$ cat src/rtl/pc_sequencer_if.sv
// Command, operand-memory and status bundle for pc_sequencer.
// Signal names keep the block's i_/o_ port naming from the DUT's viewpoint.
interface pc_sequencer_if;
  logic        i_cmd_valid;
  logic [2:0]  i_cmd;
  logic [7:0]  i_offset;
  logic        o_cmd_ready;
  logic        o_mem_rd;
  logic [15:0] o_mem_addr;
  logic [7:0]  i_mem_data;
  logic [15:0] o_pc;
  logic        o_done;
  logic        o_err;

  modport master (
    output i_cmd_valid, i_cmd, i_offset, i_mem_data,
    input  o_cmd_ready, o_mem_rd, o_mem_addr,
    input  o_pc, o_done, o_err
  );

  modport slave (
    input  i_cmd_valid, i_cmd, i_offset, i_mem_data,
    output o_cmd_ready, o_mem_rd, o_mem_addr,
    output o_pc, o_done, o_err
  );
endinterface

$ cat src/rtl/pc_sequencer.sv
// Program-counter sequencer: INC/JMP/BRANCH/vector loads via 2-byte reads.
// Define PC_SEQ_PAGE_CROSS_PENALTY_EN for a FIXUP cycle on page-cross branches.
module pc_sequencer (
  input  logic           i_clk,
  input  logic           i_reset,
  pc_sequencer_if.slave  bus
);

  typedef enum logic [2:0] {
    S_BOOT,
    S_IDLE,
    S_RD_LO,
    S_RD_HI,
    S_LOAD
`ifdef PC_SEQ_PAGE_CROSS_PENALTY_EN
    , S_FIXUP
`endif
  } state_e;

  localparam logic [2:0] C_INC = 3'd0;
  localparam logic [2:0] C_JMP = 3'd1;
  localparam logic [2:0] C_BR  = 3'd2;
  localparam logic [2:0] C_RST = 3'd3;
  localparam logic [2:0] C_NMI = 3'd4;
  localparam logic [2:0] C_IRQ = 3'd5;

  state_e      state_q, state_d;
  logic [15:0] pc_q, pc_d;
  logic [15:0] addr_q, addr_d;
  logic [7:0]  lo_q, lo_d;
  logic        done_q, done_d;
  logic        err_q, err_d;
  logic [15:0] tgt;

  assign tgt = pc_q + {{8{bus.i_offset[7]}}, bus.i_offset};

  always_ff @(posedge i_clk) begin
    if (i_reset) begin
      state_q <= S_BOOT;
      pc_q    <= 16'h0000;
      addr_q  <= 16'h0000;
      lo_q    <= 8'h00;
      done_q  <= 1'b0;
      err_q   <= 1'b0;
    end else begin
      state_q <= state_d;
      pc_q    <= pc_d;
      addr_q  <= addr_d;
      lo_q    <= lo_d;
      done_q  <= done_d;
      err_q   <= err_d;
    end
  end

  always_comb begin
    state_d = state_q;
    pc_d    = pc_q;
    addr_d  = addr_q;
    lo_d    = lo_q;
    done_d  = 1'b0;
    err_d   = 1'b0;
    unique case (state_q)
      S_BOOT: begin
        state_d = S_RD_LO;
        addr_d  = 16'hFFFC;
      end
      S_IDLE: begin
        if (bus.i_cmd_valid) begin
          unique case (bus.i_cmd)
            C_INC: begin
              pc_d   = pc_q + 16'd1;
              done_d = 1'b1;
            end
            C_JMP: begin
              state_d = S_RD_LO;
              addr_d  = pc_q;
            end
            C_BR: begin
`ifdef PC_SEQ_PAGE_CROSS_PENALTY_EN
              // Low byte lands first; high byte fixed next cycle.
              if (tgt[15:8] != pc_q[15:8]) begin
                pc_d    = {pc_q[15:8], tgt[7:0]};
                addr_d  = tgt;
                state_d = S_FIXUP;
              end else begin
                pc_d   = tgt;
                done_d = 1'b1;
              end
`else
              pc_d   = tgt;
              done_d = 1'b1;
`endif
            end
            C_RST: begin
              state_d = S_RD_LO;
              addr_d  = 16'hFFFC;
            end
            C_NMI: begin
              state_d = S_RD_LO;
              addr_d  = 16'hFFFA;
            end
            C_IRQ: begin
              state_d = S_RD_LO;
              addr_d  = 16'hFFFE;
            end
            default: begin
              done_d = 1'b1;
              err_d  = 1'b1;
            end
          endcase
        end
      end
      S_RD_LO: state_d = S_RD_HI;
      S_RD_HI: begin
        lo_d    = bus.i_mem_data;
        state_d = S_LOAD;
      end
      S_LOAD: begin
        pc_d    = {bus.i_mem_data, lo_q};
        lo_d    = 8'h00;
        done_d  = 1'b1;
        state_d = S_IDLE;
      end
`ifdef PC_SEQ_PAGE_CROSS_PENALTY_EN
      S_FIXUP: begin
        pc_d    = addr_q;
        done_d  = 1'b1;
        state_d = S_IDLE;
      end
`endif
      default: state_d = S_BOOT;
    endcase
  end

  assign bus.o_cmd_ready = (state_q == S_IDLE);
  assign bus.o_mem_rd    = (state_q == S_RD_LO) ||
                           (state_q == S_RD_HI);
  assign bus.o_mem_addr  = (state_q == S_RD_LO) ? addr_q :
                           (state_q == S_RD_HI) ? addr_q + 16'd1 :
                           16'h0000;
  assign bus.o_pc        = pc_q;
  assign bus.o_done      = done_q;
  assign bus.o_err       = err_q;

endmodule

$ cat src/flat_wrapper.sv
// flat-port wrapper written by rule: the top's interface ports become plain ports
module pc_sequencer_flat 
  (i_clk, i_reset, bus_i_cmd_valid, bus_i_cmd, bus_i_offset, bus_i_mem_data, bus_o_cmd_ready, bus_o_mem_rd, bus_o_mem_addr, bus_o_pc, bus_o_done, bus_o_err);
  pc_sequencer_if bus_i ();
  input  logic i_clk;
  input  logic i_reset;
  input wire logic [$bits(bus_i.i_cmd_valid)-1:0] bus_i_cmd_valid;
  input wire logic [$bits(bus_i.i_cmd)-1:0] bus_i_cmd;
  input wire logic [$bits(bus_i.i_offset)-1:0] bus_i_offset;
  input wire logic [$bits(bus_i.i_mem_data)-1:0] bus_i_mem_data;
  output wire logic [$bits(bus_i.o_cmd_ready)-1:0] bus_o_cmd_ready;
  output wire logic [$bits(bus_i.o_mem_rd)-1:0] bus_o_mem_rd;
  output wire logic [$bits(bus_i.o_mem_addr)-1:0] bus_o_mem_addr;
  output wire logic [$bits(bus_i.o_pc)-1:0] bus_o_pc;
  output wire logic [$bits(bus_i.o_done)-1:0] bus_o_done;
  output wire logic [$bits(bus_i.o_err)-1:0] bus_o_err;
  assign bus_i.i_cmd_valid = bus_i_cmd_valid;
  assign bus_i.i_cmd = bus_i_cmd;
  assign bus_i.i_offset = bus_i_offset;
  assign bus_i.i_mem_data = bus_i_mem_data;
  assign bus_o_cmd_ready = bus_i.o_cmd_ready;
  assign bus_o_mem_rd = bus_i.o_mem_rd;
  assign bus_o_mem_addr = bus_i.o_mem_addr;
  assign bus_o_pc = bus_i.o_pc;
  assign bus_o_done = bus_i.o_done;
  assign bus_o_err = bus_i.o_err;
  pc_sequencer u_core (.i_clk(i_clk), .i_reset(i_reset), .bus(bus_i));
endmodule
$ cat config.mk
export PLATFORM = sky130hd
export DESIGN_NAME = pc_sequencer_flat
export DESIGN_NICKNAME = d
export VERILOG_FILES = /design/src/rtl/pc_sequencer_if.sv /design/src/rtl/pc_sequencer.sv /design/src/flat_wrapper.sv
export SDC_FILE = /design/constraint.sdc
export NUM_CORES = 1
export LEC_CHECK = 0
export BUFFER_PORTS_ARGS = -buffer_cell sky130_fd_sc_hd__buf_2
export CELL_PAD_IN_SITES_DETAIL_PLACEMENT = 0
export CELL_PAD_IN_SITES_GLOBAL_PLACEMENT = 1
export CORE_MARGIN = 4
export CORE_UTILIZATION = 43
export CTS_CLUSTER_SIZE = 25
export DETAILED_ROUTE_END_ITERATION = 10
export PLACE_DENSITY = 0.91
export SYNTH_ARGS = -nofsm -noshare
export SYNTH_HDL_FRONTEND = slang
export SYNTH_SLANG_ARGS = --single-unit
$ cat constraint.sdc
create_clock -name i_clk -period 4.49 [get_ports i_clk]
set_input_delay 0.449 -clock i_clk [delete_from_list [all_inputs] [get_ports i_clk]]
set_output_delay 0.449 -clock i_clk [all_outputs]
set_load 0.01 [all_outputs]
Word-level counts from Yosys, hierarchy flattened:

Cells that the tools add are included.

* output and inout bits: 36
* logic and storage cells: 52
* bits in registers: 45

* reduce and logical (&&, ||, !) cells: 12
* equal/unequal tests: 13
* $add $sub $neg: 3
* bitwise gates (word level): 2
* muxes and demuxes: 16

Operators with widths (count)
* one-hot mux 16 bit (2 select lines): 3
* 2-to-1 mux 16 bit: 4
* one-hot mux 16 bit (4 select lines): 1
* adder 16 x 1 -> 16 bit, second input constant: 2
* adder 16 bit: 1
* one-hot mux 8 bit (2 select lines): 1
* one-hot mux 3 bit (5 select lines): 1
* equality test 3 x 2 -> 1 bit, second input constant: 4
* equality test 3 bit, second input constant: 3
* equality test 3 x 1 -> 1 bit, second input constant: 2
* logical NOT 3 bit: 2
* 2-to-1 mux 3 bit: 2
* AND reduction 3 bit: 2
* nonzero test 2 bit: 3
* OR reduction 6 bit: 1
* inequality test 5 x 1 -> 1 bit, second input constant: 1
* inequality test 2 bit, second input constant: 2
* OR reduction 4 bit: 1
* 2-to-1 mux 1 bit: 3
* inequality test 3 x 1 -> 1 bit, second input constant: 1
* OR reduction 3 bit: 1
* NOT 1 bit: 2
* one-hot mux 1 bit (2 select lines): 1
* AND reduction 2 bit: 1
* logical OR 1 bit: 1

Logic depth before layout (Yosys ltp):

Gate-level depths: netlist of run 1.

* depth after elaboration: 5
* depth in mapped cells: 11
* mapped depth without buffers: 10

Worst setup path after synthesis of run 1:

Ideal clock, no wire load.

* kind: input to register
* start: input port bus_i_cmd[2]
* end: register u_core.pc_q[12], in the netlist u_core.bus.o_pc[12]
* data required time: 4356 ps
* buffers on the path: 1
* data arrival time: 2677 ps
* stages on the path: 11
* setup slack: 1680 ps
* cell sequence: buf_6 > nor2_4 > nand3b_1 > ha_1 > fa_1 > a211oi_1 > o21ai_1 > a2111o_1 > o21ai_0 > mux2i_1 > a21oi_1

* cells in the longest elaborated chain, start to end: 4

RTL lines
* from (decl): RTL line flat_wrapper.sv:8 `input wire logic [$bits(bus_i.i_cmd)-1:0] bus_i_cmd;`
* equality test 3 x 2 -> 1 bit / logical NOT 3 bit (equally long branches): RTL line pc_sequencer.sv:69 `unique case (bus.i_cmd)`
* one-hot mux 16 bit (2 select lines): RTL line pc_sequencer.sv:69
* 2-to-1 mux 16 bit: RTL line pc_sequencer.sv:68 `if (bus.i_cmd_valid) begin`
* one-hot mux 16 bit (2 select lines): RTL line pc_sequencer.sv:62 `unique case (state_q)`
* to (signal assigned): RTL line pc_sequencer.sv:47 `pc_q <= pc_d;`
* to (decl): RTL line pc_sequencer.sv:28 `logic [15:0] pc_q, pc_d;`

Parallel ways exist; a longest one is shown, timed or not. The select of a mux whose other input is x is not followed.
A chain may end at the register's enable or synchronous reset.

Final worst setup path of run 1:

* start: input port bus_i_cmd[0]
* end: register u_core.pc_q[12], in the netlist u_core.bus.o_pc[12]

The elaborated chain is that of the path after synthesis.

==> results.yml, run 1 <==
run_status:
  outcome: "finished, final reports clean"
routing:
  wl_met1_um: 3692
  drc: 0
  via_per_inst: 5.801
  routedWlPerCell_um: 15.62
  dr.first_iter.drc_count: 167
  drtPass1Iterations: 4
  vias: 2976
  antenna_left: 0
  wl_met2_um: 3751
  finalWirelength_um: 8013
  top_layer_used: "met4"
  route.met3.wl_um: 451
setup_path:
  cp.arrival_ps: 3040
  startpoint_type: "primary input"
  crit_slowest_cell: "fa_1"
  cp.required_ps: 4630
  worst_path_dominant_cell_family: "compound AO/OA/AOI/OAI gates"
  crit_type: "primary input to flop"
  cp_slowest_stage_delay_ps: 430
  cp-end-kind: "flop"
  path_buf_inv: 1
  critPathMaxFanout: 9
  path_cells: "buf_2 > nor2_4 > nand3b_1 > ha_1 > fa_1 > a211oi_1 > o21ai_1 > a2111o_1 > o21ai_0 > mux2i_1 > a21oi_1"
placed_design:
  io_buffers: 57
  post_dp_cell_area_um2: 3247
  place_ws_ps: 1315
  finalWeightedCongestion: 0.8673
  dp_hpwl_um: 5892
synthesis:
  syn_area_per_cell_um2: 7.463
  yosysUniqueCellTypes: 49
  syn_area_um2: 2955
  ys_warn_count: 0
  synthTopCellsByArea: "dfxtp_1, nor2_1, a211oi_1"
  synth_commonest_cells: "nor2_1, dfxtp_1, nand2_1, a211oi_1, a21oi_1"
  synth.top_cell.area_share_pct: 30.48
  synthCells: 396
  synth-seq-cells: 45
  synth_most_common_cell: "nor2_1"
  synth_flop_cell: "dfxtp_1"
  async_flop_share_pct: 0
  synth-edff-count: 0
  yosysTopAreaCell: "dfxtp_1"
  syn_nets: 427
  ys_seq_area_share_pct: 30.48
clocking:
  ctsResizeCount: 0
  clock-sinks: 45
  root_buffer: "clkbuf_8"
  insertion_delay_ps: 290
  clockBufferDepth: 2
  cts_made_buffers: 5
  htreeDepth: 2
  clk_pin_slew_ps: 80
  ctsHoldBuffers: 0
  post-cts-setup-buffer-count: 0
  cts_tree: "done"
sta:
  whs_ps: 436.3
  finalCriticalPeriod_ps: 2907
  skew_ps: 3.611
  tns_ps: 0
  fin_ws_ps: 1583
  hold_viol: 0
  rsz0062_at_grt: "false"
  worstMarginPinSlew_ps: 1009
  max_clock_freq_mhz: 344.0
  slew_violations: 0
  final-setup-viol-count: 0
  finalCritPeriodShare_pct: 64.74
  max-slew-margin-rel_pct: 32.51
pwr:
  pwr-share-comb_pct: 24.0
  pwr-share-seq_pct: 47.4
  switchingPower_uw: 340.3
  irDropWorstVdd_mv: 0.1586
  p_total_uw: 1043
  p_leak_uw: 0.001409
  p_sw_share_pct: 32.63
  pwr-share-clk_pct: 28.5
  power_density_nw_per_um2: 311.2
  internal_power_uw: 702.5
run:
  cap_violations: 0
die:
  start_util_pct: 45.50
  ios: 58
  fp.dieW_um: 90.90
  core-area_um2: 6495
  dieArea_um2: 8263
  die_y_um: 90.90
  num_rows: 29
cells_and_area:
  finish.instance_area_um2: 3351
  diodes: 0
  drive_gt1_share_pct: 16.74
  areaGrowthSynthToFinish_pct: 13.38
  fin_nets: 467
grt:
  grt_overflow: 0
  grt_pass1_vias: 2770
  grt_max_degree: 58
  antenna_found_initial: 0
  grt_pass1_wl_um: 13660
  grt_use_total_pct: 19.67
hold_path:
  hold_class: "primary input to flop"
==> worst min-delay path: stages <==
cell	delay [ps]
buf_2	100
nand3b_1	60
o311ai_0	80
==> through the flow <==
stage / std cells / util [%]
after floorplan: 396 / -
final: 513 / 51.59
after global placement: 506 / 49.99
after CTS: 513 / 51.59
after detailed placement: 506 / 49.99
after global routing: 513 / 51.59
==> cells in the final DEF, fill, tap and decap left out, types with 2 or more instances in the layout <==
| master | synthesis | final |
|---|---|---|
| a211oi_1 | 22 | 21 |
| a21o_1 | 2 | 2 |
| a21oi_1 | 22 | 22 |
| a22oi_1 | 5 | 5 |
| a311oi_1 | 6 | 6 |
| a31oi_1 | 6 | 6 |
| a41oi_1 | 3 | 3 |
| and2_1 | 2 | 2 |
| and3_1 | 11 | 11 |
| and4_1 | 2 | 2 |
| buf_2 | 7 | 57 |
| buf_4 | 0 | 3 |
| clkbuf_8 | 0 | 5 |
| dfxtp_1 | 45 | 45 |
| ha_1 | 8 | 8 |
| inv_1 | 8 | 8 |
| mux2i_1 | 9 | 9 |
| nand2_1 | 24 | 24 |
| nand2b_1 | 2 | 2 |
| nand3_1 | 15 | 15 |
| nand3b_1 | 5 | 5 |
| nand4_1 | 6 | 6 |
| nor2_1 | 74 | 74 |
| nor2b_1 | 5 | 5 |
| nor3_1 | 21 | 21 |
| nor4_1 | 13 | 13 |
| o21ai_0 | 5 | 5 |
| o21ai_1 | 4 | 4 |
| o21bai_1 | 3 | 3 |
| o311ai_0 | 4 | 4 |
| or3_1 | 4 | 4 |
| xnor2_1 | 7 | 7 |
| xor2_1 | 11 | 11 |
==> power by group through the flow <==
stage	clock (µW)	combinational (µW)	sequential (µW)
after global routing	319	282	504
after global placement	0	247	501
after detailed placement	0	251	503
after floorplan	0	177	492
final	298	250	495
after CTS	304	252	494
==> registers in the layout, indices dropped and copies added, names as in the netlist <==
signal and cells:
u_core.bus.o_err 1, u_core.addr_q 16, u_core.bus.o_pc 16, u_core.lo_q 8, u_core.state_q 3, u_core.bus.o_done 1
==> final cells by class <==
| type | count | area (µm²) |
|---|---|---|
| inverter | 9 | 33.78 |
| multi-input combinational | 315 | 1908 |
| sequential | 45 | 900.9 |
| tap | 77 | 96.34 |
| fill | 674 | 3144 |
| clock buffer | 5 | 68.82 |
| timing repair buffer | 60 | 307.8 |
| clock inverter | 2 | 35.03 |
==> path summary, 6_finish.rpt <==
check / from / end / slack (ps) / depth (start not counted)
worst max-delay path: bus_i_cmd[0] / u_core.bus.o_pc[12]$_SDFFE_PP0P_ / 1580 / 11
worst min register to register: u_core.bus.o_pc[2]$_SDFFE_PP0P_ / u_core.bus.o_pc[2]$_SDFFE_PP0P_ / 500 / 2
worst max register to register: u_core.bus.o_pc[0]$_SDFFE_PP0P_ / u_core.bus.o_pc[12]$_SDFFE_PP0P_ / 1810 / 8
worst min-delay path: bus_i_mem_data[7] / u_core.bus.o_pc[15]$_SDFFE_PP0P_ / 440 / 3
==> cell families (layout without fill, tap and decap cells) <==
logic type	Yosys count	count (layout)	share of synthesized area [%]
buffers and inverters	36	76	5.123
AOI/OAI and AO/OA	87	87	20.07
and+or+nand+nor	192	192	31.88
xor gates and xnor gates	18	18	5.334
muxes	9	9	3.048
adders and majority gates	9	9	4.065
DFF	45	45	30.48
==> metal layers <==
layer | global-route usage (%) | up-vias
met5 | 0 | -
met4 | 4.774 | 0
met3 | 2.917 | 10
met2 | 32.24 | 82
met1 | 27.25 | 1357
li1 | - | 1527
Power figures use the tool's default switching activity.
==> run 2, diff against run 1 <==
--- a/config.mk
+++ b/config.mk
@@ -5,14 +5,15 @@
 export SDC_FILE = /design/constraint.sdc
 export NUM_CORES = 1
 export LEC_CHECK = 0
+export ABC_AREA = 1
 export BUFFER_PORTS_ARGS = -buffer_cell sky130_fd_sc_hd__buf_2
 export CELL_PAD_IN_SITES_DETAIL_PLACEMENT = 0
 export CELL_PAD_IN_SITES_GLOBAL_PLACEMENT = 1
 export CORE_MARGIN = 4
-export CORE_UTILIZATION = 43
+export CORE_UTILIZATION = 39
 export CTS_CLUSTER_SIZE = 25
 export DETAILED_ROUTE_END_ITERATION = 10
-export PLACE_DENSITY = 0.91
+export PLACE_DENSITY = 0.86
 export SYNTH_ARGS = -nofsm -noshare
 export SYNTH_HDL_FRONTEND = slang
 export SYNTH_SLANG_ARGS = --single-unit
==> constraint.sdc (replaced) <==
create_clock -name i_clk -period 2.8 [get_ports i_clk]
set_input_delay 0.28 -clock i_clk [delete_from_list [all_inputs] [get_ports i_clk]]
set_output_delay 0.28 -clock i_clk [all_outputs]
set_load 0.01 [all_outputs]
==> run 2 against run 1 <==
  * Sequential share of layout area shrank 2.4 points
  * Worst hold slack lost 200 ps
  * Power grew 63%
  * Non-clock buffer count grew 9
  * Via count grew 18%
  * Combinational power grew 74%
  * Largest cell class unchanged
  * Sequential cell count is the same
  * Register-to-register slack lost 1100 ps
  * Die area grew 16%
==> results.yml, run 2 <==
run_status:
  outcome: "finished, final reports clean"
setup_path:
  critPathLaunch: "u_core.addr_q[0]$_SDFFE_PP0P_"
  path_buf_inv: 1
  ff2ff_setup_slack_ps: 680
  cp.arrival_ps: 2290
  crit_top_cell: "nand3_1"
  reg2reg_from: "u_core.state_q[0]$_SDFFE_PP0P_"
  cp-end-kind: "primary output"
  crit_slowest_cell: "dfxtp_1"
  path_cells: "nand3_1 > nor3_2 > nand3_1 > nor3_2 > nand3_1 > nor2_1 > a31oi_1 > nor3b_2 > buf_2"
  path_depth: 9
  cp_slowest_stage_delay_ps: 420
  r2r_end: "u_core.bus.o_pc[0]$_SDFFE_PP0P_"
  startpoint_type: "flop"
  critPathMaxFanout: 5
  crit_type: "flop to primary output"
  worst_r2r_path_depth: 9
  cp.required_ps: 2520
  worst_path_dominant_cell_family: "simple AND/OR/NAND/NOR gates"
  critPathCapture: "bus_o_mem_addr[15]"
die:
  die_y_um: 97.92
  num_rows: 32
  start_util_pct: 40.38
  dieArea_um2: 9587
  core-area_um2: 7807
  ios: 58
  fp.dieW_um: 97.92
routing:
  drc: 0
  finalWirelength_um: 10060
  routedWlPerCell_um: 15.48
  drtPass1Iterations: 6
  vias: 3507
  antenna_left: 0
  via_per_inst: 5.395
  dr.first_iter.drc_count: 220
placed_design:
  finalWeightedCongestion: 0.9207
  io_buffers: 57
  dp_hpwl_um: 7646
synthesis:
  yosysTopAreaCell: "dfxtp_1"
  synth.top_cell.area_share_pct: 28.57
  synth-edff-count: 0
  synth_most_common_cell: "nand2_1"
  synth_flop_cell: "dfxtp_1"
  synthCells: 488
  syn_nets: 519
  synth_commonest_cells: "nand2_1, inv_1, dfxtp_1, a21oi_1, nor2_1"
  ys_seq_area_share_pct: 28.57
  synthTopCellsByArea: "dfxtp_1, nand2_1, inv_1"
  ys_warn_count: 0
  synth-seq-cells: 45
  syn_area_per_cell_um2: 6.461
  yosysUniqueCellTypes: 38
  syn_area_um2: 3153
  async_flop_share_pct: 0
pwr:
  p_leak_uw: 0.001769
  switchingPower_uw: 587.0
  internal_power_uw: 1109
  irDropWorstVdd_mv: 0.1759
  power_density_nw_per_um2: 460.9
  pwr-share-clk_pct: 29.5
  pwr-share-comb_pct: 25.6
  pwr-share-seq_pct: 44.9
  p_sw_share_pct: 34.62
sta:
  skew_ps: 7.232
  max_clock_freq_mhz: 388.9
  whs_ps: 236.3
  max-slew-margin-rel_pct: 50.47
  tns_ps: 0
  rsz0062_at_grt: "false"
  finalCriticalPeriod_ps: 2571
  finalCritPeriodShare_pct: 91.84
  final-setup-viol-count: 0
  slew_violations: 0
  hold_viol: 0
  worstMarginPinSlew_ps: 742.2
cells_and_area:
  areaGrowthSynthToFinish_pct: 16.71
  regArea_um2: 900.9
  diodes: 0
  multi_input_area_um2: 1917
  fin_nets: 579
  final_common_cell: "nand2_1"
  n_fill_cell: 852
  final_cell_mix: "nand2_1, inv_1, buf_2"
  drive_gt1_share_pct: 20.26
clocking:
  clock-sinks: 45
  clockBufferDepth: 2
  insertion_delay_ps: 310
  post-cts-setup-buffer-count: 0
  clk_pin_slew_ps: 90
  root_buffer: "clkbuf_8"
  htreeDepth: 2
  cts_made_buffers: 5
  cts_tree: "done"
grt:
  antenna_found_initial: 0
  grt_use_total_pct: 20.67
  grt_pass1_vias: 3252
  grt_pass1_wl_um: 16150
  grt_overflow: 0
  grt_max_degree: 23
run:
  cap_violations: 0
hold_path:
  hold_class: "primary input to flop"
  min_from: "bus_i_mem_data[0]"
-- run 2: cell count changes in the layout (fill, tap and decap cells not counted), moves of 11 or more --
cell / change
a211oi_1: -16
a21oi_1: +21
and3_1: -11
inv_1: +50
nand2_1: +68
nand3_1: +24
nor2_1: -34
nor3_1: -14
nor4_1: -13
o21ai_0: +33
-- run 2: kinds of logic (layout without fill, tap and decap cells) --
kind of cell,Yosys count,after routing,synth area share (%)
fa+ha+maj,9,9,3.810
xor+xnor,8,8,2.222
compound gates,128,128,23.33
simple gates,214,214,31.27
flops,45,45,28.57
buf+inv,84,144,10.79
-- run 2: routing by layer --
layer / part of all wire (%) / global-route usage (%) / routed length (µm) / vias to the layer above
met3: 6.4 / 3.714 / 649 / 19
met5: 0 / 0 / 0 / -
met2: 44 / 32.93 / 4448 / 128
met1: 47 / 28.03 / 4691 / 1589
met4: 2.7 / 7.348 / 274 / 0
li1: - / - / - / 1771
-- run 2: worst min path at each step --
| stage | end | slack [ps] | cells after the start |
|---|---|---|---|
| after detailed placement | u_core.lo_q[2]$_SDFFE_PP0P_ | 470 | 2 |
| after floorplan | u_core.lo_q[0]$_SDFFE_PP0P_ | 400 | 1 |
| after CTS | u_core.lo_q[0]$_SDFFE_PP0P_ | 230 | 2 |
| final | u_core.lo_q[0]$_SDFFE_PP0P_ | 240 | 2 |
| after global routing | u_core.lo_q[0]$_SDFFE_PP0P_ | 230 | 2 |
| after global placement | u_core.lo_q[1]$_SDFFE_PP0P_ | 470 | 2 |
-- run 2: cell type report --
class	instances	area share [%]
well taps	102	3.468
repair buffers	69	10.20
clock inverters	2	0.9521
flip-flops and latches	45	24.48
clock buffers	5	1.870
multi-input cells	359	52.09
inverters	68	6.936
-- run 2: power groups by stage --
stage | Clock [µW] | Sequential, µW | Combinational [µW]
global placement | 0 | 773 | 424
finish | 501 | 761 | 434
global route | 527 | 770 | 484
CTS | 505 | 760 | 432
detailed placement | 0 | 775 | 430
floorplan | 0 | 756 | 290
-- run 2: what timing repair did --
action / CTS / global route
hold buffers: 0 / 0
setup endpoints to repair: 0 / 1
hold endpoints to repair: 0 / 0
gates resized for setup: 0 / 1
-- run 2: metrics by stage --
| stage | instances | setup slack [ps] | cell area [µm²] | util [%] | total power [µW] |
|---|---|---|---|---|---|
| after CTS | 650 | 253.9 | 3675 | 47.07 | 1697 |
| after global routing | 650 | 23.91 | 3680 | 47.13 | 1781 |
| final | 650 | 228.5 | 3680 | 47.13 | 1696 |
| after floorplan | 488 | 299.1 | 3153 | - | 1045 |
| after global placement | 643 | 280.9 | 3571 | 45.74 | 1196 |
| after detailed placement | 643 | 236.4 | 3571 | 45.74 | 1205 |
==> run 3, diff against run 2 <==
--- a/config.mk
+++ b/config.mk
@@ -5,12 +5,11 @@
 export SDC_FILE = /design/constraint.sdc
 export NUM_CORES = 1
 export LEC_CHECK = 0
-export ABC_AREA = 1
 export BUFFER_PORTS_ARGS = -buffer_cell sky130_fd_sc_hd__buf_2
-export CELL_PAD_IN_SITES_DETAIL_PLACEMENT = 0
+export CELL_PAD_IN_SITES_DETAIL_PLACEMENT = 1
 export CELL_PAD_IN_SITES_GLOBAL_PLACEMENT = 1
 export CORE_MARGIN = 4
-export CORE_UTILIZATION = 39
+export CORE_UTILIZATION = 40
 export CTS_CLUSTER_SIZE = 25
 export DETAILED_ROUTE_END_ITERATION = 10
 export PLACE_DENSITY = 0.86
==> run 3 against run 2 <==
  * Non-clock buffer count increased by 6
  * Sequential power increased by 5.8%
  * Global-route usage increased by 1.2 points
  * Setup slack improved by 32 ps
  * Critical path type is now flop to flop
  * Critical endpoint is now u_core.bus.o_pc[12]$_SDFFE_PP0P_
  * Largest power group unchanged
==> results.yml, run 3 (synthesized netlist as in run 1, its figures left out) <==
run_status:
  outcome: "finished, final reports clean"
sta:
  max_clock_freq_mhz: 393.7
  fin_ws_ps: 260.2
  tns_ps: 0
  skew_ps: 5.644
  finalCriticalPeriod_ps: 2540
  max-slew-margin-rel_pct: 27.71
  finalCritPeriodShare_pct: 90.71
  final-setup-viol-count: 0
  rsz0062_at_grt: "false"
  hold_viol: 0
  slew_violations: 0
  worstMarginPinSlew_ps: 1080
cells_and_area:
  final_cell_mix: "nor2_1, buf_2, dfxtp_1"
  areaGrowthSynthToFinish_pct: 18.54
  drive_gt1_share_pct: 19.47
  final_cells: 551
  final_common_cell: "nor2_1"
  diodes: 0
  fin_nets: 482
  n_fill_cell: 938
  finish.instance_area_um2: 3503
clocking:
  root_buffer: "clkbuf_8"
  post-cts-setup-buffer-count: 0
  htreeDepth: 2
  ctsHoldBuffers: 0
  cts_tree: "done"
  insertion_delay_ps: 300
  cts_made_buffers: 5
  clockBufferDepth: 2
  clk_pin_slew_ps: 90
  ctsResizeCount: 0
  clock-sinks: 45
grt:
  grt_overflow: 0
  grt_pass1_vias: 3201
  antenna_found_initial: 0
  grt_use_total_pct: 21.86
  grt_max_degree: 43
  grt_pass1_wl_um: 15460
placed_design:
  dp.cells: 543
  dp_hpwl_um: 7267
  post_dp_cell_area_um2: 3387
  place_ws_ps: 38.20
  io_buffers: 57
  finalWeightedCongestion: 0.8784
die:
  dieArea_um2: 8828
  ios: 58
  start_util_pct: 40.96
  num_rows: 31
  die_y_um: 93.96
  core-area_um2: 7214
  fp.dieW_um: 93.96
setup_path:
  cp-end-kind: "flop"
  cp.arrival_ps: 2700
  cp.required_ps: 2960
  startpoint_type: "flop"
  critPathMaxFanout: 6
  crit_type: "flop to flop"
hold_path:
  hold_class: "primary input to flop"
routing:
  drtPass1Iterations: 4
  routedWlPerCell_um: 17.14
  drc: 0
  finalWirelength_um: 9446
  vias: 3209
  antenna_left: 0
  via_per_inst: 5.824
  dr.first_iter.drc_count: 183
pwr:
  power_density_nw_per_um2: 498.2
  irDropWorstVdd_mv: 0.2391
  p_leak_uw: 0.001485
run:
  cap_violations: 0
==> run 3: layout make-up <==
cell class | count | area, µm² | area share, %
repair buffers | 75 | 420.4 | 12.00
clock buffers | 7 | 86.33 | 2.464
multi-input cells | 315 | 1908 | 54.46
clock inverters | 1 | 30.03 | 0.8571
flip-flops and latches | 45 | 900.9 | 25.71
inverters | 9 | 33.78 | 0.9643
well taps | 99 | 123.9 | 3.536
==> run 3: worst max-delay path: stages, from the launching register on <==
cell,delay (ps)
dfxtp_1,370
ha_1,260
fa_1,390
a211oi_1,350
o21ai_1,250
a2111o_1,400
o21ai_0,100
mux2i_1,210
a21oi_1,70
==> run 3: path summary, 6_finish.rpt <==
check                                        from                               end  slack, ps  depth (start not counted)
hold reg to reg       u_core.lo_q[0]$_SDFFE_PP0P_   u_core.bus.o_pc[0]$_SDFFE_PP0P_        510                          2
setup reg to reg  u_core.bus.o_pc[0]$_SDFFE_PP0P_  u_core.bus.o_pc[12]$_SDFFE_PP0P_        260                          8
hold / removal                  bus_i_mem_data[1]   u_core.bus.o_pc[9]$_SDFFE_PP0P_        270                          3
setup / recovery  u_core.bus.o_pc[0]$_SDFFE_PP0P_  u_core.bus.o_pc[12]$_SDFFE_PP0P_        260                          8
==> run 3: where the power goes <==
| group | total [µW] | internal (µW) | switching (µW) |
|---|---|---|---|
| logic | 422 | 173 | 249 |
| registers | 805 | 705 | 100 |
| clock network | 518 | 291 | 227 |
==> run 3: per-layer routing <==
layer  vias to the layer above  share of wire [%]  track usage (%)
met5                         -                  0                0
met3                        17                4.5            3.365
li1                       1561                  -                -
met1                      1552                 43            26.99
met2                        79                 51            38.97
met4                         0                1.9            6.378
==> run 3: stage by stage <==
stage	util (%)	power (µW)	hold slack [ps]
after floorplan	-	1074	427.3
after global placement	46.95	1214	488.9
after detailed placement	46.95	1241	506.0
after CTS	48.56	1755	261.2
after global routing	48.56	1845	277.9
final	48.56	1745	271.0
